<file path="src/rtl/riscv_test_monitor.sv">
// riscv_test_monitor
//   End-of-test monitor for the riscv core. It watches the register-file
//   write-back port and keeps shadow copies of the done, pass and test-number
//   registers. It also watches the fetch PC to spot a stalled core, and it
//   reports a PASS/FAIL/TIMEOUT/HANG verdict with a cycle count.
//
// Ports
//   i_clk, i_rst_n        clock, asynchronous active-low reset
//   i_start               pulse; arms the monitor from IDLE or any terminal state
//   i_rd_we/addr/wdata    register-file write-back port (snooped)
//   i_pc                  current fetch PC
//   o_busy                RUN or SETTLE
//   o_done                any terminal state
//   o_pass/o_fail         PASS / FAIL verdict
//   o_timeout/o_hang      TIMEOUT / HANG verdict
//   o_fail_testnum        test number captured on entry to FAIL/TIMEOUT/HANG
//   o_cycle_count         cycles spent in RUN+SETTLE; frozen once terminal
module riscv_test_monitor #(
  parameter int CPU_WIDTH      = 32,
  parameter int REG_ADDR_W     = 5,
  parameter int DONE_REG       = 26,
  parameter int PASS_REG       = 27,
  parameter int TNUM_REG       = 3,
  parameter int SETTLE_CYCLES  = 1,
  parameter int TIMEOUT_CYCLES = 50000,
  parameter int HANG_CYCLES    = 64,
  parameter int CNT_W          = 32
) (
  input  logic                  i_clk,
  input  logic                  i_rst_n,
  input  logic                  i_start,
  input  logic                  i_rd_we,
  input  logic [REG_ADDR_W-1:0] i_rd_addr,
  input  logic [CPU_WIDTH-1:0]  i_rd_wdata,
  input  logic [CPU_WIDTH-1:0]  i_pc,
  output logic                  o_busy,
  output logic                  o_done,
  output logic                  o_pass,
  output logic                  o_fail,
  output logic                  o_timeout,
  output logic                  o_hang,
  output logic [CPU_WIDTH-1:0]  o_fail_testnum,
  output logic [CNT_W-1:0]      o_cycle_count
);

  localparam int HCNT_W = $clog2(HANG_CYCLES);
  localparam int SCNT_W = (SETTLE_CYCLES > 1) ? $clog2(SETTLE_CYCLES) : 1;

  typedef enum logic [2:0] {
    S_IDLE, S_RUN, S_SETTLE, S_PASS, S_FAIL, S_TIMEOUT, S_HANG
  } state_t;

  state_t                r_state;
  state_t                w_next;
  logic [CPU_WIDTH-1:0]  r_done_sh, r_pass_sh, r_tnum_sh;
  logic [CPU_WIDTH-1:0]  r_last_pc;
  logic [CPU_WIDTH-1:0]  r_fail_testnum;
  logic [CNT_W-1:0]      r_cycle_count;
  logic [HCNT_W-1:0]     r_hang_cnt;
  logic [SCNT_W-1:0]     r_settle_cnt;
  logic                  r_busy, r_done, r_pass, r_fail, r_timeout, r_hang;

  logic                  w_wr, w_wr_done, w_wr_pass, w_wr_tnum;
  logic                  w_terminal, w_accept;
  logic                  w_done_cond, w_timeout_hit, w_hang_hit, w_pc_same;
  logic [CPU_WIDTH-1:0]  w_pass_val, w_tnum_val;
  logic                  w_enter_bad;

  // Writes to x0 never reach a shadow.
  assign w_wr      = i_rd_we && (i_rd_addr != '0);
  assign w_wr_done = w_wr && (i_rd_addr == REG_ADDR_W'(DONE_REG));
  assign w_wr_pass = w_wr && (i_rd_addr == REG_ADDR_W'(PASS_REG));
  assign w_wr_tnum = w_wr && (i_rd_addr == REG_ADDR_W'(TNUM_REG));

  assign w_terminal = (r_state == S_PASS) || (r_state == S_FAIL) ||
                      (r_state == S_TIMEOUT) || (r_state == S_HANG);
  assign w_accept   = i_start && (w_terminal || (r_state == S_IDLE));

  // A write arriving this cycle counts as already visible. This lets the
  // verdict use a value that the shadow will only capture at this edge.
  assign w_done_cond   = (r_done_sh == CPU_WIDTH'(1)) ||
                         (w_wr_done && (i_rd_wdata == CPU_WIDTH'(1)));
  assign w_pass_val    = w_wr_pass ? i_rd_wdata : r_pass_sh;
  assign w_tnum_val    = w_wr_tnum ? i_rd_wdata : r_tnum_sh;
  assign w_timeout_hit = (r_cycle_count == CNT_W'(TIMEOUT_CYCLES - 1));
  assign w_hang_hit    = (r_hang_cnt == HCNT_W'(HANG_CYCLES - 1));
  assign w_pc_same     = (i_pc == r_last_pc);

  always_comb begin
    w_next = r_state;
    case (r_state)
      S_RUN: begin
        // When conditions coincide, done wins over timeout, and timeout wins over hang.
        if (w_done_cond)        w_next = S_SETTLE;
        else if (w_timeout_hit) w_next = S_TIMEOUT;
        else if (w_hang_hit)    w_next = S_HANG;
      end
      S_SETTLE: begin
        if (r_settle_cnt == '0)
          w_next = (w_pass_val == CPU_WIDTH'(1)) ? S_PASS : S_FAIL;
      end
      default: begin
        if (w_accept) w_next = S_RUN;
      end
    endcase
  end

  assign w_enter_bad = ((r_state == S_RUN) || (r_state == S_SETTLE)) &&
                       ((w_next == S_FAIL) || (w_next == S_TIMEOUT) || (w_next == S_HANG));

  always_ff @(posedge i_clk or negedge i_rst_n) begin
    if (!i_rst_n) begin
      r_state        <= S_IDLE;
      r_done_sh      <= '0;
      r_pass_sh      <= '0;
      r_tnum_sh      <= '0;
      r_last_pc      <= '0;
      r_fail_testnum <= '0;
      r_cycle_count  <= '0;
      r_hang_cnt     <= '0;
      r_settle_cnt   <= '0;
      r_busy         <= 1'b0;
      r_done         <= 1'b0;
      r_pass         <= 1'b0;
      r_fail         <= 1'b0;
      r_timeout      <= 1'b0;
      r_hang         <= 1'b0;
    end else begin
      r_state <= w_next;

      // The outputs decode the next state, so the flags and the state change together.
      r_busy    <= (w_next == S_RUN) || (w_next == S_SETTLE);
      r_done    <= (w_next == S_PASS) || (w_next == S_FAIL) ||
                   (w_next == S_TIMEOUT) || (w_next == S_HANG);
      r_pass    <= (w_next == S_PASS);
      r_fail    <= (w_next == S_FAIL);
      r_timeout <= (w_next == S_TIMEOUT);
      r_hang    <= (w_next == S_HANG);

      if (w_accept) begin
        r_done_sh      <= '0;
        r_pass_sh      <= '0;
        r_tnum_sh      <= '0;
        r_fail_testnum <= '0;
        r_cycle_count  <= '0;
        r_hang_cnt     <= '0;
        r_last_pc      <= i_pc;
      end else begin
        // Shadows stay frozen in terminal states so the end-of-test values remain visible.
        if (!w_terminal) begin
          if (w_wr_done) r_done_sh <= i_rd_wdata;
          if (w_wr_pass) r_pass_sh <= i_rd_wdata;
          if (w_wr_tnum) r_tnum_sh <= i_rd_wdata;
        end

        if ((r_state == S_RUN) || (r_state == S_SETTLE)) begin
          if (r_cycle_count != {CNT_W{1'b1}})
            r_cycle_count <= r_cycle_count + CNT_W'(1);
        end

        if (r_state == S_RUN) begin
          if (w_pc_same) begin
            if (!w_hang_hit) r_hang_cnt <= r_hang_cnt + HCNT_W'(1);
          end else begin
            r_hang_cnt <= '0;
            r_last_pc  <= i_pc;
          end
          if (w_done_cond) r_settle_cnt <= SCNT_W'(SETTLE_CYCLES - 1);
        end

        if ((r_state == S_SETTLE) && (r_settle_cnt != '0))
          r_settle_cnt <= r_settle_cnt - SCNT_W'(1);

        if (w_enter_bad) r_fail_testnum <= w_tnum_val;
      end
    end
  end

  assign o_busy         = r_busy;
  assign o_done         = r_done;
  assign o_pass         = r_pass;
  assign o_fail         = r_fail;
  assign o_timeout      = r_timeout;
  assign o_hang         = r_hang;
  assign o_fail_testnum = r_fail_testnum;
  assign o_cycle_count  = r_cycle_count;

endmodule

</file>
<file path="config.mk">
export PLATFORM = sky130hd
export DESIGN_NAME = riscv_test_monitor
export DESIGN_NICKNAME = d
export VERILOG_FILES = /design/src/rtl/riscv_test_monitor.sv
export SDC_FILE = /design/constraint.sdc
export NUM_CORES = 1
export LEC_CHECK = 0
export CORE_UTILIZATION = 35
export DETAILED_ROUTE_END_ITERATION = 10
export HOLD_SLACK_MARGIN = 0.08
export PLACE_DENSITY = 0.52
export SLEW_MARGIN = 0
export SYNTH_ARGS = -nofsm -noshare
export SYNTH_HDL_FRONTEND = slang
export SYNTH_SLANG_ARGS = --single-unit
</file>
<file path="constraint.sdc">
create_clock -name i_clk -period 2.55 [get_ports i_clk]
set_input_delay 0.51 -clock i_clk [delete_from_list [all_inputs] [get_ports i_clk]]
set_output_delay 0.51 -clock i_clk [all_outputs]
set_load 0.1 [all_outputs]
</file>
==> metrics list <==
- Share of cells above drive strength 1: 0.278
* Sinks on the clock net: around 210
* Setup Crit Path Kind: input pin to flip-flop
- Fin crit share: 0.983
- For the pin with the worst max-slew slack, the measured transition is 0.735 ns.
- Global router's overall resource usage: 0.187
* Power per unit of standard cell area: about 800 nW/um2
- Pin count of the biggest net entering global routing: 70
* Number of stages on the worst setup path: 10
- For this run, design rule violations remaining after detail routing come to 0.
- Post-Synthesis Net Count: slightly above 900
- Fin. max-slew vios: 0
- After technology mapping, the gate count stands at approximately 860.
* Slowest CP cell: sky130_fd_sc_hd__clkdlybuf4s50_1
- Max-capacitance violation count: 0
- Clock-pin slew was measured on the worst setup and hold paths at 0.05 ns.
- Clk_lat worst skew: ~0.52 ns
- Counting I/O delays and the setup requirement, the final critical path takes around 2.5 ns.
* Longest individual stage delay on the worst path: 0.44 ns
- Worst reg2reg path startpoint: o_cycle_count[0]$_DFFE_PN0P_
* Startpoint kind of the worst setup timing path: input pin
- Walking the worst path, the cells encountered are clkdlybuf4s50_1 -> nor4_2 -> nand2_1 -> nor4_4 -> a211oi_4 -> a221oi_4 -> nor2_4 -> buf_12 -> clkbuf_16 -> mux2i_1.
- In this run the number of H-tree levels came out at 1.
* Flop2flop setup slack: roughly 0.090 ns
* Clock tree from TritonCTS: yes
- Max rail drop VDD: just under 0.4 mV
- Arrival time reported for the critical path endpoint: just under 3 ns
* Min-Delay Path Depth: 1
* Fraction of synthesis flops using an asynchronous set or reset pin: 1.00
* Die area: 28,200 um2
* DRT iter0 DRCs: slightly below 500
- PortBufs: 142
* Layout Skew: 0.0129 ns
* Power after layout: about 10,000 uW
* Achievable Freq: ~0.4 GHz
- Final antenna-violating net count: 0
- Data on the critical path is required at its endpoint by approximately 3 ns.
- After detailed routing, the average wire length per cell comes to ~18 um.
- The floorplan step set the die width to 168 um.
- Number of primary I/O pins: 143
- Total of endpoints with negative setup slack in the final report: 0
- Final worst setup slack: about 0.042 ns
- Leakage power total: 0.00596 uW
- Die span in y: 168 um
* Synthesized area divided by synthesized cell count: between 10 and 15 um2
- Number of library cell types mapped by synthesis: 57
* Antenna violations before repair: 0
- The min-delay analysis places its worst path in the category flip-flop to flip-flop.
- Setup repair after global routing could not meet its margin everywhere.
- Count of warnings emitted by yosys: 0
- Leaving out fill and tap cells, the most frequent cells in the layout are sky130_fd_sc_hd__dfrtp_1 (184), sky130_fd_sc_hd__buf_4 (154), sky130_fd_sc_hd__nand2_1 (127).
* Worst-case setup slack after placement: -0.480 ns
- Row count: 60
* Flops & latches, synth: around 210
- The routed design has approximately 26,000 um of wire.
- The first global-routing pass estimated around 42,000 um of wire.
- Net count of the finished layout: between 1k and 1.5k
- In this run the deepest clock path goes through 3 buffers.
* Kind of cell with the highest combined delay on the critical path: simple AND/OR/NAND/NOR gates
- Terminus of the critical flop-to-flop path: o_fail_testnum[14]$_DFFE_PN0P_
* Worst setup path startpoint: i_rd_wdata[21]
* Vias in the first global route: ~7.7k
- Worst reg-to-reg path cell count: 11
* Sum of overflow across all layers after global routing: 0
- Relative to the synthesized area, the layout overhead comes to 34.5%.
- Hold violation total from the final report: 0
- Most common cell after layout, fill and taps aside: sky130_fd_sc_hd__dfrtp_1
- Starting density of the core: 0.357
* Post-synthesis instance area: around 9600 um2
- For this run, the register share of the synthesized area comes to 0.541.
- Of all nets on the critical path, the largest fanout is 5.
* Via count: approximately 7.4k
* Run status: completed
- The most used flip-flop cell after synthesis is sky130_fd_sc_hd__dfrtp_1.
- Number of flops mapped to enable cells by yosys: 0
* End point of the worst hold path: r_tnum_sh[5]$_DFFE_PN0P_
* Number of buffer and inverter instances along the worst setup path: 3
* Detailed placement HPWL: 17,400 um
- TritonCTS buffer count: 25
* Hold wc startpoint: r_tnum_sh[5]$_DFFE_PN0P_
- CTS placed an instance of sky130_fd_sc_hd__clkbuf_16 at the clock tree root.
- Final weighted congestion in routability-driven placement: 0.803
* Post-route worst hold slack: between 0.4 and 0.5 ns
- Using the TritonRoute via totals, the vias-per-cell ratio works out to approximately 5.2.
- STA classifies the critical path endpoint as a flip-flop.
- The repair_antennas step left the layout with diodes totalling 0.
- Worst slew margin relative to its limit: 0.510
* Router iterations before antenna repair: 4
- Core Region: roughly 27,000 um2
* Setup TNS: 0 ns
==> worst reg2reg max path, delay by kind of cell (launching register included) <==
kind | cells | cell delay, ns
simple gates | 5 | 0.72
buf+inv | 3 | 0.47
mux | 1 | 0.12
flops | 1 | 0.49
compound gates | 1 | 0.34
fa+ha+maj | 1 | 0.19
==> per-layer routing <==
metal,part of all wire,global-route usage,up-vias
met5,0,0,-
met4,0.014,0.0383,0
met3,0.039,0.0259,28
met2,0.45,0.296,149
met1,0.50,0.272,3721
li1,-,-,3531
==> sequential cells by signal (all words and copies together) (netlist names) <==
register and flops:
r_settle_cnt 1, r_done_sh 32, o_hang 1, r_pass_sh 32
o_cycle_count 32, o_busy 1, o_pass 1, o_fail_testnum 32
o_fail 1, o_done 1, r_state 3, r_hang_cnt 6
r_tnum_sh 32, o_timeout 1, r_last_pc 32
==> report_power, final <==
group / total [uW] / leakage (uW) / internal (uW) / switching [uW]
Clock: 3520 / 0.000415 / 2130 / 1390
Sequential: 4010 / 0.00277 / 3720 / 288
Combinational: 2860 / 0.00277 / 1190 / 1670
Total: 10400 / 0.00596 / 7040 / 3350
==> per-stage QoR <==
stage,cell area [um2],utilization,instances
2_1_floorplan,9650,-,856
3_3_place_gp,11900,0.441,1386
3_5_place_dp,11900,0.441,1386
4_1_cts,12700,0.473,1433
5_1_grt,12900,0.480,1440
6_report,12900,0.480,1440
==> cell type report <==
type                            instances  area (um2)
Tap cell                              341         427
Multi-Input combinational cell        601        4270
Sequential cell                       208        5240
Inverter                                4        15.0
Clock buffer                           36         747
Clock inverter                          9        73.8
Fill cell                            2510       14000
Timing Repair Buffer                  241        2170
==> Yosys cell counts, types with 2 or more instances <==
| master | instances | share of area |
|---|---|---|
| sky130_fd_sc_hd__a211oi_2 | 3 | 0.0039 |
| sky130_fd_sc_hd__or2_2 | 2 | 0.0013 |
| sky130_fd_sc_hd__o21ai_0 | 9 | 0.0047 |
| sky130_fd_sc_hd__mux2_2 | 32 | 0.037 |
| sky130_fd_sc_hd__clkbuf_1 | 23 | 0.0090 |
| sky130_fd_sc_hd__nor2_1 | 49 | 0.019 |
| sky130_fd_sc_hd__a21oi_1 | 45 | 0.023 |
| sky130_fd_sc_hd__nand2_1 | 128 | 0.050 |
| sky130_fd_sc_hd__nand3_1 | 21 | 0.011 |
| sky130_fd_sc_hd__buf_2 | 5 | 0.0026 |
| sky130_fd_sc_hd__buf_12 | 3 | 0.0062 |
| sky130_fd_sc_hd__nor4_1 | 33 | 0.021 |
| sky130_fd_sc_hd__nand4_1 | 15 | 0.0098 |
| sky130_fd_sc_hd__mux2i_1 | 64 | 0.067 |
| sky130_fd_sc_hd__nor4b_1 | 5 | 0.0046 |
| sky130_fd_sc_hd__xnor2_1 | 14 | 0.013 |
| sky130_fd_sc_hd__and4_1 | 7 | 0.0064 |
| sky130_fd_sc_hd__nor3_1 | 11 | 0.0057 |
| sky130_fd_sc_hd__nor3b_1 | 2 | 0.0016 |
| sky130_fd_sc_hd__buf_1 | 4 | 0.0016 |
| sky130_fd_sc_hd__or3_1 | 4 | 0.0026 |
| sky130_fd_sc_hd__and3_1 | 9 | 0.0059 |
| sky130_fd_sc_hd__a22o_1 | 62 | 0.056 |
| sky130_fd_sc_hd__xor2_1 | 55 | 0.050 |
| sky130_fd_sc_hd__dlygate4sd3_1 | 6 | 0.0062 |
| sky130_fd_sc_hd__a21o_1 | 2 | 0.0016 |
| sky130_fd_sc_hd__inv_1 | 3 | 0.0012 |
| sky130_fd_sc_hd__ha_1 | 2 | 0.0026 |
| sky130_fd_sc_hd__a22o_2 | 2 | 0.0021 |
| sky130_fd_sc_hd__dfrtp_1 | 208 | 0.54 |
| sky130_fd_sc_hd__nor4_4 | 2 | 0.0044 |
==> cell families (layout without fill, tap and decap cells) <==
family                     count (synthesis)  in the layout  synth area share
AOI/OAI and AO/OA                        138            139             0.108
buffers and inverters                     48            290            0.0306
muxes                                     96             96             0.104
DFF                                      208            208             0.541
adders and majority gates                  2              2           0.00260
xor gates and xnor gates                  69             69            0.0628
and+or+nand+nor                          295            295             0.151
==> how the worst max path moves through the flow <==
stage                                     endpoint  slack, ns
floorplan            o_cycle_count[30]$_DFFE_PN0P_      0.003
global placement          r_last_pc[5]$_DFFE_PN0P_      -0.46
detailed placement       r_last_pc[15]$_DFFE_PN0P_      -0.48
CTS                 o_fail_testnum[15]$_DFFE_PN0P_       0.02
global route         o_fail_testnum[3]$_DFFE_PN0P_     -0.006
finish              o_fail_testnum[14]$_DFFE_PN0P_       0.04
==> repair_timing <==
item / 4_1_cts / 5_1_grt
setup endpoints to repair: 8 / 64
setup buffers: 0 / 4
gates cloned: 1 / 3
gates resized for setup: 1 / 20
endpoints found under the hold margin: 63 / 0
pin swaps: 0 / 4
hold buffers: 1 / 0
Power figures use the tool's default switching activity.
